`src/rtl/btn_event.sv`:
```
// btn_event: turns a debounced button level into press/release/long/repeat pulses.
// Ports: clk, rst (async, active-high), btn_i (level), press_o/release_o/long_o/repeat_o (pulses), held_o (level).
module btn_event #(
    parameter int clock_freq = 100000000,
    parameter int long_ms    = 1000,
    parameter int repeat_ms  = 200
) (
    input  logic clk,
    input  logic rst,
    input  logic btn_i,
    output logic press_o,
    output logic release_o,
    output logic long_o,
    output logic repeat_o,
    output logic held_o
);

    localparam int          TICK      = clock_freq / 1000;
    localparam logic [16:0] TICK_LAST = 17'(TICK - 1);
    localparam logic [15:0] LONG_LAST = 16'(long_ms - 1);
    localparam logic [15:0] REP_LAST  = 16'(repeat_ms - 1);

    if (TICK < 2) begin : g_bad_tick
        $error("btn_event: clock_freq/1000 must be at least 2");
    end

    typedef enum logic [1:0] {
        IDLE    = 2'd0,
        PRESSED = 2'd1,
        LONG    = 2'd2
    } state_t;

    state_t      state_q, state_d;
    logic [16:0] presc_q, presc_d;
    logic [15:0] ms_q, ms_d;
    logic        btn_prev_q;
    logic        press_q, press_d;
    logic        release_q, release_d;
    logic        long_q, long_d;
    logic        repeat_q, repeat_d;
    logic        held_q, held_d;
    logic        tick;

    always_comb begin
        state_d   = state_q;
        presc_d   = presc_q;
        ms_d      = ms_q;
        press_d   = 1'b0;
        release_d = 1'b0;
        long_d    = 1'b0;
        repeat_d  = 1'b0;
        tick      = (presc_q == TICK_LAST);

        case (state_q)
            IDLE: begin
                presc_d = '0;
                ms_d    = '0;
                // Require a seen 0 first so a button held through reset stays silent.
                if (btn_i && !btn_prev_q) begin
                    press_d = 1'b1;
                    state_d = PRESSED;
                end
            end
            PRESSED: begin
                presc_d = tick ? '0 : presc_q + 17'd1;
                ms_d    = tick ? ms_q + 16'd1 : ms_q;
                // Release wins over a long event due in the same cycle.
                if (!btn_i) begin
                    release_d = 1'b1;
                    state_d   = IDLE;
                    presc_d   = '0;
                    ms_d      = '0;
                end else if (tick && ms_q == LONG_LAST) begin
                    long_d  = 1'b1;
                    state_d = LONG;
                    presc_d = '0;
                    ms_d    = '0;
                end
            end
            LONG: begin
                presc_d = tick ? '0 : presc_q + 17'd1;
                ms_d    = tick ? ms_q + 16'd1 : ms_q;
                if (!btn_i) begin
                    release_d = 1'b1;
                    state_d   = IDLE;
                    presc_d   = '0;
                    ms_d      = '0;
                end else if (tick && ms_q == REP_LAST) begin
                    repeat_d = 1'b1;
                    presc_d  = '0;
                    ms_d     = '0;
                end
            end
            default: begin
                state_d = IDLE;
                presc_d = '0;
                ms_d    = '0;
            end
        endcase

        held_d = (state_d == PRESSED) || (state_d == LONG);
    end

    always_ff @(posedge clk or posedge rst) begin
        if (rst) begin
            state_q    <= IDLE;
            presc_q    <= '0;
            ms_q       <= '0;
            btn_prev_q <= 1'b1;
            press_q    <= 1'b0;
            release_q  <= 1'b0;
            long_q     <= 1'b0;
            repeat_q   <= 1'b0;
            held_q     <= 1'b0;
        end else begin
            state_q    <= state_d;
            presc_q    <= presc_d;
            ms_q       <= ms_d;
            btn_prev_q <= btn_i;
            press_q    <= press_d;
            release_q  <= release_d;
            long_q     <= long_d;
            repeat_q   <= repeat_d;
            held_q     <= held_d;
        end
    end

    assign press_o   = press_q;
    assign release_o = release_q;
    assign long_o    = long_q;
    assign repeat_o  = repeat_q;
    assign held_o    = held_q;

endmodule

```
`config.mk`:
```
export PLATFORM = sky130hd
export DESIGN_NAME = btn_event
export DESIGN_NICKNAME = d
export VERILOG_FILES = /design/src/rtl/btn_event.sv
export SDC_FILE = /design/constraint.sdc
export NUM_CORES = 1
export LEC_CHECK = 0
export CORE_MARGIN = 5
export CORE_UTILIZATION = 50
export DETAILED_ROUTE_END_ITERATION = 8
export PLACE_DENSITY = 0.71
export SETUP_SLACK_MARGIN = 0.1
export SLEW_MARGIN = 15
export SYNTH_ARGS = -nofsm -noshare
export SYNTH_HDL_FRONTEND = slang
export SYNTH_SLANG_ARGS = --single-unit
```
`constraint.sdc`:
```
create_clock -name clk -period 5.3 [get_ports clk]
set_clock_uncertainty 0.05 [all_clocks]
set_input_delay 1.06 -clock clk [delete_from_list [all_inputs] [get_ports clk]]
set_output_delay 1.06 -clock clk [all_outputs]
set_load 0.005 [all_outputs]
```
==> metrics.md <==
| Metric | Value |
|---|---|
| Clock Latency Late Sink | 0.29 ns |
| Hold Crit Class | reg2reg |
| Worst-path fanout max | 16 |
| Clk pin slew, worst setup/hold paths | 0.07 ns |
| Final Routed Wirelength | 3994 µm |
| Nets | between 200 and 250 |
| PortBufs | 7 |
| Largest net degree at the start of global routing | 42 |
| GPL Wtd Cong | 0.8428 |
| Max Clock Freq | just under 400 MHz |
| H-tree Lvls | 2 |
| Fin. Hold Viols | 0 |
| CP endpoint kind | flip-flop |
| CTS tree | done |
| Clock buffer depth | 2 |
| Share of layout cells above drive strength 1 | 5.172% |
| Die area | 0.005730 mm² |
| Yosys reg bits | 41 |
| Total Power | 633.1 µW |
| Drt first pass iters | 4 |
| CP Class | in2reg |
| Final Max Slew Viols | 0 |
| WP data arrival | 2.72 ns |
| Starting Density | 52.82% |
| Post-route DRC | 0 |
| Asr flop ratio synth | 100.0% |
| All-Layer GR Usage | 16.33% |
| Crit path max-delay cell type | clkdlybuf4s50_1 |
| Number of synthesized flops with an enable pin | 0 |
| Part of the cycle the worst path needs | 48.55% |
| Die height | around 76 µm |
| Die Width | 75.70 µm |
| Ys flop type | dfrtp_1 |
| Yosys cell types | 37 |
| Crit-path cells | clkdlybuf4s50_1, o21a_1, nand3_1, a21oi_1 |
| Mapped Area | between 0.002 and 0.0025 mm² |
| Synth Instances | 223 |
| # setup viols final | 0 |
| Sink Count | a little over 40 |
| DR vias | 1,622 |
| WL/cell | around 14 µm |
| Outcome | finished clean |
| CP max stage delay | 0.63 ns |
| Relative slew slack | around three fifths |
| Cts repair resizes | 0 |
| # fillers | 369 |
| Leakage | around 0.91 nW |
| RSZ-0062 raised after global routing | false |
| Ant diodes | 0 |
| Post-route ant nets | 0 |
| Register area share after synthesis | 47.59% |
| Vias in the first global route | 1,528 |
| CP startpoint kind | input pin |
| Post-layout min period | ~2.6 ns |
| Avg Cell Area, Syn | 9.679 µm² |
| Max-Cap Viols | 0 |
| CTS Buf Count | 5 |
| Slew of the pin with the lowest slew margin | 0.6153 ns |
| Syn_nets | 232 |
| CTS Hold Bufs | 0 |
| Floorplan core area | 0.004086 mm² |
| Count of warnings emitted by yosys | 0 |
| I/O pin total | 8 |
| Setup Buffers After CTS | 0 |
| VDD IR max | around 140 µV |
| Area grow syn2layout | 9.275% |
| CTS root buffer | clkbuf_8 |
| Pwr/cell area | 268.4 mW/mm² |
| Family with the most delay on the worst path | buffers and inverters |
| WP data required | 5.44 ns |
| First-pass GRT wire length | around 7000 µm |
| Via-to-Cell Ratio | 5.752 |
| Std-Cell Rows | 23 |
| Iter 0 DRT Violations | 164 |
| Worst Path Buf+Inv | 1 |
| Initial antenna violation count | 0 |
| Setup tns final | 0 ns |
| DPL Wire Length | 2732 µm |
| Grt ovf | 0 |
-- area by class of cell --
cell class              count  area [µm²]  area share (%)
flip-flops and latches     41        1027           43.55
clock buffers               7       86.33           3.660
well taps                  50       62.56           2.653
repair buffers              8       77.57           3.289
inverters                   8       30.03           1.273
multi-input cells         168        1075           45.57
-- Yosys cell counts, types with 3 or more instances --
| cell | count | share of area, % |
|---|---|---|
| a21oi_1 | 7 | 1.6 |
| and3_1 | 5 | 1.4 |
| and4_1 | 3 | 1.2 |
| buf_2 | 3 | 0.70 |
| dfrtp_1 | 40 | 46 |
| ha_1 | 6 | 3.5 |
| inv_1 | 8 | 1.4 |
| nand2_1 | 15 | 2.6 |
| nand3_1 | 13 | 3.0 |
| nand4_1 | 8 | 2.3 |
| nor2_1 | 34 | 5.9 |
| nor3_1 | 14 | 3.2 |
| nor4_1 | 6 | 1.7 |
| o21ai_0 | 6 | 1.4 |
| or3_1 | 3 | 0.87 |
| xnor2_1 | 19 | 7.7 |
| xor2_1 | 8 | 3.2 |
-- report_power, final --
group | switching [mW] | total (mW) | internal, mW | leakage [nW]
logic | 0.0554 | 0.0969 | 0.0415 | 0.303
clock network | 0.0986 | 0.202 | 0.103 | 0.0443
registers | 0.00885 | 0.334 | 0.326 | 0.565
-- tightest hold or removal path, cell delays in order, from the launching register on --
cell     delay (ns)
dfrtp_1        0.36
xnor2_1        0.08
nor2_1         0.07
-- registers in the layout, indices dropped and copies added, names as in the netlist --
| name | flops |
|---|---|
| press_o | 1 |
| ms_q | 16 |
| held_o | 1 |
| state_q | 2 |
| release_o | 1 |
| btn_prev_q | 1 |
| long_o | 1 |
| repeat_o | 1 |
| presc_q | 17 |
-- final timing paths --
kind                            slack, ns  cells after the start        from     endpoint
worst min-delay path                 0.50                      2    ms_q[15]     ms_q[15]
worst max register to register       2.80                      6  presc_q[0]       held_o
worst max-delay path                 2.73                      4       btn_i  presc_q[16]
max in group asynchronous            3.67                      3         rst   btn_prev_q
worst min register to register       0.50                      2    ms_q[15]     ms_q[15]
min in group asynchronous            1.17                      3         rst    release_o
-- layout by cell type (no fill, tap or decap), drive strengths merged --
cell,synthesis,layout
buf,4,1
or4,2,2
nand3,13,13
inv,8,8
or3,3,3
a21oi,7,7
clkdlybuf4s50,0,7
a21boi,1,1
nor4,6,6
nor2b,2,2
dfrtp,40,40
and4b,1,1
nor2,34,34
nor4bb,2,2
o21ai,6,6
mux2i,1,1
a221o,1,1
and2,1,1
clkbuf,2,7
xor2,8,8
nand4,9,9
ha,6,6
nand2,15,15
xnor2,19,19
and4,3,3
nand3b,1,1
o21a,1,1
and3,5,5
nor3,14,14
dfstp,1,1
nand2b,1,1
nor4b,3,3
o21ba,1,1
a21o,1,1
nor3b,1,1
-- metrics by stage --
stage | instances | hold WS (ns) | cell area (µm²) | worst slack [ns] | util [%]
after floorplan | 223 | 0.4430 | 2158 | 3.098 | -
after global placement | 275 | 0.4751 | 2272 | 2.453 | 55.60
after detailed placement | 275 | 0.4896 | 2272 | 2.369 | 55.60
after CTS | 282 | 0.5066 | 2359 | 2.685 | 57.72
after global routing | 282 | 0.5216 | 2359 | 2.532 | 57.72
final | 282 | 0.4977 | 2359 | 2.727 | 57.72
-- metal layers --
metal	share of wire [%]	vias up	GRT usage [%]	wire, µm
li1	-	794	-	-
met1	48	794	21.38	1904
met2	46	29	25.50	1851
met3	4.6	5	5.145	185
met4	1.3	0	6.019	53
met5	0	-	0	0
-- cell families after synthesis --
kind of cell | share of synthesized area [%]
AOI/OAI and AO/OA | 4.986
buffers and inverters | 2.609
muxes | 0.4638
adders and majority gates | 3.478
DFF | 47.59
and+or+nand+nor | 29.91
xor gates and xnor gates | 10.96
Note: power is estimated with default switching activity, not from simulation.
